$ cat src/rtl/noc_vc_credit_tracker_pkg.sv
// Shared types and defaults for the per-port virtual-channel credit tracker.
package noc_vc_credit_tracker_pkg;

    localparam int Noc_VC_Channel = 2;
    localparam int Noc_VC_Depth   = 4;

    typedef logic [$clog2(Noc_VC_Depth+1)-1:0] noc_credit_t;

    typedef enum logic {
        VC_IDLE = 1'b0,
        VC_BUSY = 1'b1
    } noc_vc_state_e;

endpackage

$ cat src/rtl/noc_vc_credit_tracker_if.sv
// Flit/credit handshake between the crossbar output, the link and the tracker.
interface noc_vc_credit_tracker_if #(
    parameter int CHANNELS = 2,
    parameter int CW       = 3
);
    logic [CHANNELS-1:0]         flit_send;
    logic                        flit_head;
    logic                        flit_tail;
    logic [CHANNELS-1:0]         credit_return;
    logic [CHANNELS-1:0]         vc_ready;
    logic [CHANNELS-1:0]         flit_ok;
    logic [CHANNELS-1:0][CW-1:0] credit_count;
    logic [CHANNELS-1:0]         err_overflow;
    logic [CHANNELS-1:0]         err_underflow;

    modport master (
        output flit_send, flit_head, flit_tail, credit_return,
        input  vc_ready, flit_ok, credit_count, err_overflow, err_underflow
    );

    modport slave (
        input  flit_send, flit_head, flit_tail, credit_return,
        output vc_ready, flit_ok, credit_count, err_overflow, err_underflow
    );
endinterface

$ cat src/rtl/noc_vc_credit_counter.sv
// One virtual channel: saturating credit counter, packet ownership FSM, sticky errors.
module noc_vc_credit_counter
    import noc_vc_credit_tracker_pkg::*;
#(
    parameter int DEPTH     = Noc_VC_Depth,
    parameter int THRESHOLD = 1,
    localparam int CW       = $clog2(DEPTH+1)
) (
    input  logic          clk,
    input  logic          rst_n,
    input  logic          send_i,
    input  logic          head_i,
    input  logic          tail_i,
    input  logic          return_i,
    output logic          vc_ready_o,
    output logic          flit_ok_o,
    output logic [CW-1:0] count_o,
    output logic          err_overflow_o,
    output logic          err_underflow_o
);

    logic [CW-1:0] count_q, count_d;
    noc_vc_state_e state_q, state_d;
    logic          ovf_q, ovf_d;
    logic          unf_q, unf_d;
    logic          vc_ready_q, vc_ready_d;
    logic          flit_ok_q, flit_ok_d;

    // Next-state: counter, ownership and outputs decoded from the next state
    always_comb begin
        count_d = count_q;
        ovf_d   = ovf_q;
        unf_d   = unf_q;
        state_d = state_q;

        // A simultaneous send and return cancel out and never flag an error
        case ({send_i, return_i})
            2'b10: begin
                if (count_q == {CW{1'b0}}) begin
                    unf_d = 1'b1;
                end else begin
                    count_d = count_q - {{(CW-1){1'b0}}, 1'b1};
                end
            end
            2'b01: begin
                if (count_q == CW'(DEPTH)) begin
                    ovf_d = 1'b1;
                end else begin
                    count_d = count_q + {{(CW-1){1'b0}}, 1'b1};
                end
            end
            default: begin
                count_d = count_q;
            end
        endcase

        case (state_q)
            VC_IDLE: begin
                if (send_i && head_i && !tail_i) begin
                    state_d = VC_BUSY;
                end else begin
                    state_d = VC_IDLE;
                end
            end
            VC_BUSY: begin
                if (send_i && tail_i) begin
                    state_d = VC_IDLE;
                end else begin
                    state_d = VC_BUSY;
                end
            end
            default: begin
                state_d = VC_IDLE;
            end
        endcase

        vc_ready_d = (state_d == VC_IDLE) && (count_d >= CW'(THRESHOLD));
        flit_ok_d  = (count_d != {CW{1'b0}});
    end

    // State and output registers; reset restores full credit and idle ownership
    always_ff @(posedge clk or negedge rst_n) begin
        if (!rst_n) begin
            count_q    <= CW'(DEPTH);
            state_q    <= VC_IDLE;
            ovf_q      <= 1'b0;
            unf_q      <= 1'b0;
            vc_ready_q <= 1'b1;
            flit_ok_q  <= 1'b1;
        end else begin
            count_q    <= count_d;
            state_q    <= state_d;
            ovf_q      <= ovf_d;
            unf_q      <= unf_d;
            vc_ready_q <= vc_ready_d;
            flit_ok_q  <= flit_ok_d;
        end
    end

    assign vc_ready_o      = vc_ready_q;
    assign flit_ok_o       = flit_ok_q;
    assign count_o         = count_q;
    assign err_overflow_o  = ovf_q;
    assign err_underflow_o = unf_q;

endmodule

$ cat src/rtl/noc_vc_credit_tracker.sv
// Output-port credit tracker: one credit counter per virtual channel, shared head/tail qualifiers.
module noc_vc_credit_tracker
    import noc_vc_credit_tracker_pkg::*;
#(
    parameter int CHANNELS  = Noc_VC_Channel,
    parameter int DEPTH     = Noc_VC_Depth,
    parameter int THRESHOLD = 1
) (
    input  logic                    noc_clk,
    input  logic                    noc_rst_n,
    noc_vc_credit_tracker_if.slave  bus
);

    for (genvar i = 0; i < CHANNELS; i++) begin : g_vc
        noc_vc_credit_counter #(
            .DEPTH     (DEPTH),
            .THRESHOLD (THRESHOLD)
        ) u_counter (
            .clk             (noc_clk),
            .rst_n           (noc_rst_n),
            .send_i          (bus.flit_send[i]),
            .head_i          (bus.flit_head),
            .tail_i          (bus.flit_tail),
            .return_i        (bus.credit_return[i]),
            .vc_ready_o      (bus.vc_ready[i]),
            .flit_ok_o       (bus.flit_ok[i]),
            .count_o         (bus.credit_count[i]),
            .err_overflow_o  (bus.err_overflow[i]),
            .err_underflow_o (bus.err_underflow[i])
        );
    end

endmodule

$ cat src/flat_wrapper.sv
// flat-port wrapper written by rule: the top's interface ports become plain ports
module noc_vc_credit_tracker_flat import noc_vc_credit_tracker_pkg::*;
#(
    parameter int CHANNELS  = Noc_VC_Channel,
    parameter int DEPTH     = Noc_VC_Depth,
    parameter int THRESHOLD = 1
)
  (noc_clk, noc_rst_n, bus_flit_send, bus_flit_head, bus_flit_tail, bus_credit_return, bus_vc_ready, bus_flit_ok, bus_credit_count, bus_err_overflow, bus_err_underflow);
  noc_vc_credit_tracker_if #(.CHANNELS(CHANNELS), .CW(3)) bus_i ();
  input  logic noc_clk;
  input  logic noc_rst_n;
  input wire logic [$bits(bus_i.flit_send)-1:0] bus_flit_send;
  input wire logic [$bits(bus_i.flit_head)-1:0] bus_flit_head;
  input wire logic [$bits(bus_i.flit_tail)-1:0] bus_flit_tail;
  input wire logic [$bits(bus_i.credit_return)-1:0] bus_credit_return;
  output wire logic [$bits(bus_i.vc_ready)-1:0] bus_vc_ready;
  output wire logic [$bits(bus_i.flit_ok)-1:0] bus_flit_ok;
  output wire logic [$bits(bus_i.credit_count)-1:0] bus_credit_count;
  output wire logic [$bits(bus_i.err_overflow)-1:0] bus_err_overflow;
  output wire logic [$bits(bus_i.err_underflow)-1:0] bus_err_underflow;
  assign bus_i.flit_send = bus_flit_send;
  assign bus_i.flit_head = bus_flit_head;
  assign bus_i.flit_tail = bus_flit_tail;
  assign bus_i.credit_return = bus_credit_return;
  assign bus_vc_ready = bus_i.vc_ready;
  assign bus_flit_ok = bus_i.flit_ok;
  assign bus_credit_count = bus_i.credit_count;
  assign bus_err_overflow = bus_i.err_overflow;
  assign bus_err_underflow = bus_i.err_underflow;
  noc_vc_credit_tracker #(.CHANNELS(CHANNELS), .DEPTH(DEPTH), .THRESHOLD(THRESHOLD)) u_core (.noc_clk(noc_clk), .noc_rst_n(noc_rst_n), .bus(bus_i));
endmodule
$ cat config.mk
export PLATFORM = sky130hd
export DESIGN_NAME = noc_vc_credit_tracker_flat
export DESIGN_NICKNAME = d
export VERILOG_FILES = /design/src/rtl/noc_vc_credit_tracker_pkg.sv /design/src/rtl/noc_vc_credit_tracker_if.sv /design/src/rtl/noc_vc_credit_counter.sv /design/src/rtl/noc_vc_credit_tracker.sv /design/src/flat_wrapper.sv
export SDC_FILE = /design/constraint.sdc
export NUM_CORES = 1
export LEC_CHECK = 0
export CAP_MARGIN = 20
export CORE_ASPECT_RATIO = 1.75
export CORE_MARGIN = 2
export CORE_UTILIZATION = 25
export DETAILED_ROUTE_END_ITERATION = 8
export PLACE_DENSITY = 0.47
export SLEW_MARGIN = 20
export SYNTH_ARGS = -nofsm -noshare
export SYNTH_HDL_FRONTEND = slang
export SYNTH_SLANG_ARGS = --single-unit
$ cat constraint.sdc
create_clock -name noc_clk -period 1.8 [get_ports noc_clk]
set_clock_uncertainty 0.2 [all_clocks]
set_input_delay 0.18 -clock noc_clk [delete_from_list [all_inputs] [get_ports noc_clk]]
set_output_delay 0.18 -clock noc_clk [all_outputs]
set_load 0.05 [all_outputs]
### Word level (Yosys, flattened, before mapping)

Index checks and enable logic that the tools add are counted.

* input bits: 8
* word-level logic and storage cells: 57
* register bits after elaboration: 16

* reductions and logical operators: 17
* eq/ne operators: 6
* $lt $le $gt $ge: 2
* mux-type cells: 12
* bitwise gates (word level): 4
* add/subtract/negate cells: 4

Operators by type and width (count)
* 3-bit two-way mux: 4
* 3-bit one-hot mux with 2 select lines: 2
* 1-bit logical AND: 8
* 2-bit AND reduction: 4
* 3-bit by 1-bit adder with 3-bit output, second input constant: 2
* 3-bit == test, second input constant: 2
* 3-bit by 1-bit >= comparator with 1-bit output, second input constant: 2
* 3-bit logical NOT: 2
* 3-bit nonzero test: 2
* 3-bit by 1-bit subtractor with 3-bit output, second input constant: 2
* 2-bit by 1-bit == test with 1-bit output, second input constant: 2
* 2-bit == test, second input constant: 2
* 1-bit two-way mux: 4
* 1-bit NOT: 4
* 1-bit one-hot mux with 2 select lines: 2
* 1-bit logical NOT: 1

### Depth between registers and ports, before layout

Gate-level depths: netlist of the first run.

* depth after elaboration: 6
* mapped depth: 7

### Hierarchy

A second synthesis of the first run with hierarchy kept.

* cell total of the unflattened synthesis: 90
* area total of the unflattened synthesis: 968.4 um^2

Modules (own cells, without submodules)
* noc_vc_credit_counter: sequential area each 203.9 um^2, instances 2, cells an instance 45, area an instance 484.2 um^2

### Worst setup path before layout of the first run

No wires, ideal clock.

* path type: register -> register
* start point: register u_core.g_vc[1].u_counter.count_q[0]
* end point: register u_core.g_vc[1].u_counter.vc_ready_q
* required time: 1.509 ns
* path slack: -0.371 ns
* stages on the path, launching flop included: 7
* arrival: 1.880 ns
* period minus slack after synthesis: 2.171 ns
* cell sequence: dfrtp_1 -> inv_1 -> ha_1 -> nand2b_1 -> a221o_1 -> a22oi_1 -> a31oi_1

* word-level cells in the longest chain between the ends: 5
* elaborated cells between the ends (all ways): 9
* classes of those cells: 2 x add/sub; 1 x order compare; 1 x eq/ne; 3 x mux; 2 x reduce/logical

RTL lines
* from (decl): line noc_vc_credit_counter.sv:22 `logic [CW-1:0] count_q, count_d;`
* from (signal assigned): line noc_vc_credit_counter.sv:84 `count_q <= CW'(DEPTH);`
* from (signal assigned): line noc_vc_credit_counter.sv:91 `count_q <= count_d;`
* 3-bit by 1-bit adder with 3-bit output (tied with other cells): line noc_vc_credit_counter.sv:49 `count_d = count_q + {{(CW-1){1'b0}}, 1'b1};`
* 3-bit two-way mux, on equally long branches: line noc_vc_credit_counter.sv:46, noc_vc_credit_counter.sv:39
* 3-bit one-hot mux with 2 select lines *: line noc_vc_credit_counter.sv:37 `case ({send_i, return_i})`
* 3-bit by 1-bit >= comparator with 1-bit output *: line noc_vc_credit_counter.sv:77 `vc_ready_d = (state_d == VC_IDLE) && (count_d >= CW'(THRESHOLD));`
* 1-bit logical AND *: line noc_vc_credit_counter.sv:77
* net u_core.g_vc[1].u_counter.vc_ready_d: line noc_vc_credit_counter.sv:26 `logic vc_ready_q, vc_ready_d;`
* to (signal assigned): line noc_vc_credit_counter.sv:95 `vc_ready_q <= vc_ready_d;`
* to (decl): line noc_vc_credit_counter.sv:26

The timed path passes the listed nets; every way through them passes the cells marked *.
A chain may end at the register's enable or synchronous reset.

### Final worst setup path of the first run

Same ends and word-level chain as after synthesis.

==> results of run 1 <==
[cells in the mapped netlist, types with 2 or more instances]
library cell and count:
a21oi_1 10, a31o_2 2, a22oi_1 2, dfrtp_1 10, o21bai_1 2, nor2_1 7, inv_1 18, a31oi_1 2
nand3_1 2, ha_1 10, buf_4 8, dfstp_2 6, nand2b_1 4, a32o_1 2, a221o_1 2
[report_power, final]
| group | switching (uW) | leakage, uW | internal (uW) | total, uW |
|---|---|---|---|---|
| sequential | 90.3 | 0.000174 | 528 | 618 |
| combinational | 888 | 0.000510 | 688 | 1580 |
| clock | 111 | 0.0000288 | 193 | 304 |
[final cells by class]
type	count	area (um^2)	area share (%)
clock buffer	4	55.05	3.531
inverter	18	70.07	4.494
multi-input combinational	59	594.3	38.12
sequential	16	416.7	26.73
tap	48	60.06	3.852
timing repair buffer	39	362.8	23.27
[layer usage]
metal	part of all wire [%]	GRT usage, %
met5	0	0
met4	0.65	4.196
met3	2.7	2.196
met2	62	24.55
met1	35	9.831
[cells in the final DEF (no fill, tap or decap), types with 2 or more instances in the layout]
| cell | Yosys | layout |
|---|---|---|
| ha_4 | 0 | 3 |
| nor2_1 | 7 | 7 |
| a22oi_2 | 0 | 2 |
| a31oi_1 | 2 | 2 |
| nand2b_4 | 0 | 3 |
| dfstp_2 | 6 | 5 |
| a21oi_4 | 0 | 2 |
| dfrtp_1 | 10 | 6 |
| buf_4 | 8 | 28 |
| o21bai_1 | 2 | 2 |
| clkbuf_8 | 0 | 4 |
| a32o_1 | 2 | 2 |
| dfrtp_2 | 0 | 4 |
| a21oi_1 | 10 | 8 |
| clkdlybuf4s50_1 | 0 | 6 |
| buf_12 | 0 | 4 |
| inv_2 | 0 | 3 |
| inv_1 | 18 | 14 |
| a221o_1 | 2 | 2 |
| ha_1 | 10 | 4 |
| a31o_2 | 2 | 2 |
| ha_2 | 0 | 3 |
[registers in the layout (all words and copies together), names as in the netlist]
signal and count:
u_core.g_vc.u_counter.flit_ok_o 2, u_core.g_vc.u_counter.count_o 6, u_core.g_vc.u_counter.err_overflow_o 2, u_core.g_vc.u_counter.err_underflow_o 2, u_core.g_vc.u_counter.state_q 2, u_core.g_vc.u_counter.vc_ready_o 2
[critical path: cells and delay by family, from the launching register on]
kind                       cells  cell delay [ns]
buffers and inverters          1             0.08
DFF                            1             0.43
adders and majority gates      1             0.18
and+or+nand+nor                1             0.35
AOI/OAI and AO/OA              3             0.43
[logic make-up (layout without fill, tap and decap cells)]
family	count (synthesis)	count (layout)	share of synthesized area, %
buffers and inverters	27	61	12.99
adders and majority gates	10	10	12.25
muxes	4	4	4.656
DFF	16	16	39.95
AOI/OAI and AO/OA	30	30	22.55
and+or+nand+nor	15	15	7.599
[what timing repair did]
item / in CTS / in global routing
gates resized for setup: 2 / 10
gates cloned: 0 / 0
endpoints found under the setup margin: 3 / 7
pin swaps: 1 / 7
buffers inserted: 0 / 2
[metrics by stage]
stage	instances	utilization [%]	hold WS [ns]	total power, uW
global route	184	39.94	0.08762	2629
global placement	178	36.67	0.2566	2097
floorplan	102	-	-0.3156	1652
detailed placement	178	36.67	0.2719	2128
CTS	182	38.40	0.06290	2444
finish	184	39.94	0.05639	2499
[worst paths after layout]
| path | slack, ns | endpoint | startpoint |
|---|---|---|---|
| setup / recovery | 0.05 | u_core.g_vc[1].u_counter.vc_ready_o | u_core.g_vc[1].u_counter.count_o[0] |
| hold / removal | 0.06 | u_core.g_vc[1].u_counter.err_overflow_o | noc_rst_n |
| setup reg to reg | 0.05 | u_core.g_vc[1].u_counter.vc_ready_o | u_core.g_vc[1].u_counter.count_o[0] |
| hold reg to reg | 0.28 | u_core.g_vc[0].u_counter.err_overflow_o | u_core.g_vc[0].u_counter.err_overflow_o |
| max in group asynchronous | 1.10 | u_core.g_vc[1].u_counter.vc_ready_o | noc_rst_n |
| min in group noc_clk | 0.13 | u_core.g_vc[0].u_counter.state_q | bus_flit_send[0] |
==> impl_metrics.ini, run 1 <==
[power]
p_per_area_nw_per_um2 = 1603
peakVddDrop_v = 0.0007866
power.leakage_uw = 0.0007134

[yosys]
synth_edf_count = 0
syn_area_um2 = 1021
yosys_warnings = 0
ys_seq_elements = 16
synthFlopType = dfrtp_1
synth_nets = 120
avgSynthCellArea_um2 = 10.01
seq_area_frac_synth_pct = 39.95
synth_area_leaders = dfrtp_1 (25%), dfstp_2 (15%), ha_1 (12%), inv_1 (6.6%), buf_4 (5.9%)
syn-instance-count = 102
synth.distinct_cells = 30
synth_top_area_cell = dfrtp_1
ys_async_sr_fraction_pct = 100.0
synth_top_area_share_pct = 24.51

[routing]
routed_via_density = 4.587
antenna_left = 0
routed_wl_um = 2470
drt-initial-drc-count = 14
drc = 0
first_pass_iters = 4
wl_per_cell_um = 13.42
vias = 844

[global_route]
antenna_found_initial = 0
grt-ovfl-total = 0
grt_max_degree = 17
grt_pass1_wl_um = 3988
grt_usage_pct = 11.60
grt_pass1_vias = 941

[placed_design]
port_buffers = 21
gp_congestion = 0.7708
dp_hpwl_um = 2075
post-place-ws_ns = -0.3195
placed_area_um2 = 1431

[clock_tree]
cts.sinks = 16
path_clk_slew_ns = 0.06
cts_tree = built
cts_max_level = 1
cts_buffers = 3
root_buffer = clkbuf_8
clk_latency_ns = 0.24
clockBufferDepth = 2
cts_hold_buf = 0

[sta]
slew_headroom_pct = 79.36
fin_tns_setup_ns = 0
fin_crit_sh_pct = 97.47
setup_viol = 0
tightest_slew_ns = 0.3095
setup_ws_ns = 0.04555
clock.fmax_ghz = 0.5700
rsz0062_at_grt = yes
finalHoldViolations = 0
period_needed_ns = 1.754
drv_slew = 0

[worst_setup_path]
crit_arrival_ns = 1.71
start_kind = register
slowest_stage = dfrtp_2
crit_type = reg2reg
max_stage_delay_ns = 0.43
cp_max_fo = 6
crit_chain = inv_4, ha_4, or3b_1, o311a_1, o21ai_2, a31oi_1
cp_data_required_time_ns = 1.76
cp-end-kind = register
ff2ff_path_depth = 6

[layout]
final_area_um2 = 1559
filler_cell_count = 410
drive_gt1_share_pct = 53.68
nNetsFinal = 155
diodes = 0
syn2layout_area_growth_pct = 52.70

[floorplan]
rows = 30
pin_count = 22
die_w_um = 52.31
fp.coreArea_um2 = 3904
design.die.area_um2 = 4632
die_h_um = 88.54
start_util_pct = 26.15

[worst_hold_path]
hp-class = in2async

[run_status]
outcome = completed

[flow_run]
cap_viol_max_count = 0
(Power assumes the default switching activity.)
==> inputs of run 2 (changes only) <==
- SYNTH_HIERARCHICAL: default -> 1
==> impl_metrics.ini, run 2 <==
[floorplan]
design.die.area_um2 = 4407
start_util_pct = 25.54
fp.coreArea_um2 = 3791
rows = 30
pin_count = 22
die_h_um = 86.34
die_w_um = 51.05

[clock_tree]
cts.sinks = 16
cts_setup_buffers = 0
root_buffer = clkbuf_8
cts_tree = built
clockBufferDepth = 2
cts_max_level = 1
cts_buffers = 3
path_clk_slew_ns = 0.06
clk_latency_ns = 0.24

[power]
p_per_area_nw_per_um2 = 1546
peakVddDrop_v = 0.0007526
power.leakage_uw = 0.0006750

[flow_run]
cap_viol_max_count = 0

[sta]
fin_crit_sh_pct = 96.91
setup_viol = 0
period_needed_ns = 1.744
finalHoldViolations = 0
tightest_slew_ns = 0.3199
slew_headroom_pct = 78.68
fin_tns_setup_ns = 0
drv_slew = 0
rsz0062_at_grt = yes
clock.fmax_ghz = 0.5733
whs_ns = 0.04450

[yosys]
synthMostInstantiatedCell = inv_1
ys_async_sr_fraction_pct = 100.0
yosys_warnings = 6
seq_area_frac_synth_pct = 42.12
syn_area_um2 = 968.4
synthFlopType = dfrtp_1
synth_top_area_cell = dfrtp_1
synth_top_area_share_pct = 25.84
ys_seq_elements = 16
synth_area_leaders = dfrtp_1 (26%), dfstp_2 (16%), ha_1 (13%), inv_1 (7.0%), a2111oi_4 (5.7%)
synth_nets = 108
avgSynthCellArea_um2 = 10.76
synth_edf_count = 0
ys_top_cells_by_count = inv_1 (18), dfrtp_1 (10), ha_1 (10)
synth.distinct_cells = 19
syn-instance-count = 90

[worst_setup_path]
cp_max_fo = 5
slowest_stage = clkdlybuf4s50_1
crit_arrival_ns = 1.71
crit_chain = clkdlybuf4s50_1, inv_1, ha_2, mux2_2, a21o_1, a21oi_4, a31oi_1
max_stage_delay_ns = 0.52
start_kind = primary input
cp-end-kind = register
cp_data_required_time_ns = 1.76
crit_type = in2reg

[global_route]
grt_usage_pct = 11.82
grt.met3_usage_pct = 1.724
grt_pass1_vias = 898
grt_max_degree = 17
antenna_found_initial = 0
grt_pass1_wl_um = 3926
use_met1_pct = 10.83
grt_use_met2_pct = 23.38
grt.busiest_layer = met2
grt-ovfl-total = 0

[placed_design]
dp_hpwl_um = 1935
port_buffers = 21
gp_congestion = 0.7779

[routing]
antenna_left = 0
routed_via_density = 4.644
first_pass_iters = 2
vias = 822
drc = 0
wl_per_cell_um = 12.95
drt-initial-drc-count = 4
routed_wl_um = 2293

[layout]
drive_gt1_share_pct = 53.49
nNetsFinal = 148
layout_commonest_cell = buf_4
final_cell_mix = buf_4 (24), inv_1 (14), a21oi_1 (8), clkdlybuf4s50_1 (7)
syn2layout_area_growth_pct = 56.85
diodes = 0
largest_reg_flops = 6

[run_status]
outcome = completed

[worst_hold_path]
hp-class = in2async
## run 2: what timing repair did
item	in CTS	in global routing
pin swaps	1	4
gates resized for setup	4	5
hold buffers	0	0
setup endpoints to repair	5	6
## run 2: area by class of cell
class                   count  area, um^2
fillers                   390        2272
multi-input cells          56       590.6
flip-flops and latches     16       412.9
repair buffers             35       330.3
inverters                  18       70.07
well taps                  48       60.06
clock buffers               4       55.05
## run 2: through the flow
step	total power [uW]	cells	setup slack [ns]	cell area (um^2)	utilization, %
3_5_place_dp	2019	173	-0.3181	1414	37.29
5_1_grt	2490	177	-0.02785	1519	40.07
3_3_place_gp	1998	173	-0.3037	1414	37.29
2_1_floorplan	1514	90	-0.01971	1023	-
6_report	2349	177	0.05569	1519	40.07
4_1_cts	2358	177	0.01673	1496	39.47
## run 2: metal layers
layer	part of all wire (%)	vias to the layer above	routed length, um
met2	61	18	1395
met3	3.4	4	78
met1	34	409	788
met4	1.4	0	31
li1	-	391	-
met5	0	-	0
## run 2: logic make-up (layout without fill, tap and decap cells)
family / after synthesis / count (layout) / share of synthesized area [%]
muxes: 6 / 6 / 6.718
buffers and inverters: 18 / 57 / 6.976
AOI/OAI and AO/OA: 28 / 28 / 25.32
and+or+nand+nor: 12 / 12 / 5.943
adders and majority gates: 10 / 10 / 12.92
DFF: 16 / 16 / 42.12
## run 2: worst paths after layout
path / depth (start not counted) / start / endpoint / slack (ns)
worst max-delay path: 7 / bus_credit_return[1] / u_core/g_vc[1].u_counter/vc_ready_o / 0.06
min in group noc_clk: 1 / u_core/g_vc[0].u_counter/err_overflow_o / u_core/g_vc[0].u_counter/err_overflow_o / 0.27
worst min-delay path: 2 / noc_rst_n / u_core/g_vc[1].u_counter/count_o[0] / 0.04
worst min register to register: 1 / u_core/g_vc[0].u_counter/err_overflow_o / u_core/g_vc[0].u_counter/err_overflow_o / 0.27
worst max register to register: 6 / u_core/g_vc[0].u_counter/count_o[1] / u_core/g_vc[0].u_counter/flit_ok_o / 0.07
max in group asynchronous: 2 / noc_rst_n / u_core/g_vc[0].u_counter/count_o[2] / 1.11
## run 2: critical path, delay by kind of cell
family          cells  cell delay, ns
mux                 1            0.26
fa+ha+maj           1            0.20
compound gates      3            0.47
buf+inv             2            0.58
## run 2: report_power, final
| group | total (uW) | switching (uW) | internal (uW) |
|---|---|---|---|
| clock network | 312 | 119 | 194 |
| registers | 624 | 106 | 518 |
| logic | 1410 | 807 | 606 |
==> inputs of run 3 (changes only) <==
--- a/config.mk
+++ b/config.mk
@@ -9,5 +9,6 @@
 export CORE_ASPECT_RATIO = 1.75
-export CORE_MARGIN = 2
+export CORE_MARGIN = 8
 export CORE_UTILIZATION = 25
 export DETAILED_ROUTE_END_ITERATION = 8
+export MAX_ROUTING_LAYER = met4
 export PLACE_DENSITY = 0.47
==> constraint.sdc (replaced) <==
create_clock -name noc_clk -period 1.8 [get_ports noc_clk]
set_clock_uncertainty 0.2 [all_clocks]
set_input_delay 0.36 -clock noc_clk [delete_from_list [all_inputs] [get_ports noc_clk]]
set_output_delay 0.36 -clock noc_clk [all_outputs]
set_load 0.05 [all_outputs]
==> impl_metrics.ini, run 3 (same netlist as run 2, synthesis figures left out) <==
[layout]
drive_gt1_share_pct = 57.66
largest_reg_flops = 6
nNetsFinal = 156
diodes = 0
final_cell_mix = buf_4 (22), buf_12 (14), inv_1 (14), a21oi_1 (8)
syn2layout_area_growth_pct = 78.04
layout_commonest_cell = buf_4
filler_cell_count = 370

[clock_tree]
clk_latency_ns = 0.25
cts.sinks = 16
path_clk_slew_ns = 0.06
cts_hold_buf = 0
cts_buffers = 3
cts_tree = built
clockBufferDepth = 2
cts_max_level = 1
root_buffer = clkbuf_8

[sta]
drv_slew = 0
setup_viol = 0
tightest_slew_ns = 0.2636
slew_headroom_pct = 81.92
clock.fmax_ghz = 0.5817
fin_crit_sh_pct = 95.51
period_needed_ns = 1.719
rsz0062_at_grt = yes
finalHoldViolations = 0
setup_ws_ns = 0.08087

[flow_run]
cap_viol_max_count = 0

[floorplan]
pin_count = 22
die_h_um = 98.34
die_w_um = 63.05
design.die.area_um2 = 6200
fp.coreArea_um2 = 3791
rows = 30
start_util_pct = 25.54

[global_route]
grt_pass1_vias = 908
grt_usage_pct = 8.815
grt-ovfl-total = 0
antenna_found_initial = 0
grt_pass1_wl_um = 4250
grt_max_degree = 17

[routing]
antenna_left = 0
routed_via_density = 4.476
vias = 828
drt-initial-drc-count = 17
drc = 0
routed_wl_um = 2556
first_pass_iters = 3
wl_per_cell_um = 13.82

[worst_setup_path]
crit_arrival_ns = 1.69
ff2ff_path_depth = 6
cp-end-kind = register
startpoint = u_core/g_vc[0].u_counter/count_o[0]
crit_path_end = u_core/g_vc[0].u_counter/vc_ready_o
crit_type = reg2reg
start_kind = register
r2r-end = u_core/g_vc[0].u_counter/vc_ready_o
cp_data_required_time_ns = 1.77
timing.rr.start = u_core/g_vc[0].u_counter/count_o[0]
cp_max_fo = 4
ff2ff_setup_slack_ns = 0.08

[power]
p_total_uw = 2698
peakVddDrop_v = 0.0008565
p_per_area_nw_per_um2 = 1565
power.leakage_uw = 0.0007694

[placed_design]
port_buffers = 21
gp_congestion = 0.7270
post-place-ws_ns = -0.5330
dp_hpwl_um = 2028

[worst_hold_path]
hp-class = in2async

[run_status]
outcome = completed
[run 3: timing repair]
item,CTS,global route
pin swaps,3,3
buffers inserted,0,4
resized for setup,12,5
endpoints found under the setup margin,10,3
[run 3: metrics by stage]
step / setup TNS, ns / hold slack [ns] / util, % / cell area, um^2 / instances
detailed placement: -4.696 / 0.3299 / 41.39 / 1569 / 177
finish: 0 / 0.2225 / 45.48 / 1724 / 185
CTS: 0 / 0.2257 / 44.03 / 1669 / 181
floorplan: -0.05881 / -0.1356 / - / 1023 / 90
global placement: -4.655 / 0.3273 / 41.39 / 1569 / 177
global route: -0.007023 / 0.2521 / 45.48 / 1724 / 185
[run 3: report_power, final]
part           switching (uW)  internal (uW)
Combinational             859            870
Clock                     126            194
Sequential                129            520
[run 3: worst min path at each step]
stage                                                 start                                      end
floorplan                                         noc_rst_n      u_core/g_vc[0].u_counter/count_o[0]
global placement    u_core/g_vc[1].u_counter/err_overflow_o  u_core/g_vc[1].u_counter/err_overflow_o
detailed placement  u_core/g_vc[1].u_counter/err_overflow_o  u_core/g_vc[1].u_counter/err_overflow_o
CTS                                               noc_rst_n      u_core/g_vc[1].u_counter/count_o[0]
global route                                      noc_rst_n      u_core/g_vc[1].u_counter/count_o[0]
finish                                            noc_rst_n      u_core/g_vc[1].u_counter/count_o[0]
[run 3: metal layers]
| metal | vias up | global-route usage, % | part of all wire (%) |
|---|---|---|---|
| li1 | 404 | - | - |
| met1 | 403 | 7.734 | 34 |
| met2 | 16 | 16.18 | 59 |
| met3 | 5 | 2.523 | 4.6 |
| met4 | 0 | 4.947 | 2.1 |
| met5 | - | - | 0 |
[run 3: area by class of cell]
type                            count  area [um^2]  area share, %
Multi-Input combinational cell     56        613.1          35.56
Timing Repair Buffer               43        510.5          29.61
Sequential cell                    16        412.9          23.95
Inverter                           18        72.57          4.209
Tap cell                           48        60.06          3.483
Clock buffer                        4        55.05          3.193
[run 3: worst max-delay path, cell delays in order (launching register included)]
cell	delay (ns)
dfrtp_2	0.42
inv_4	0.06
ha_4	0.18
nand2b_4	0.13
a221o_1	0.30
a22oi_2	0.23
a31oi_1	0.12
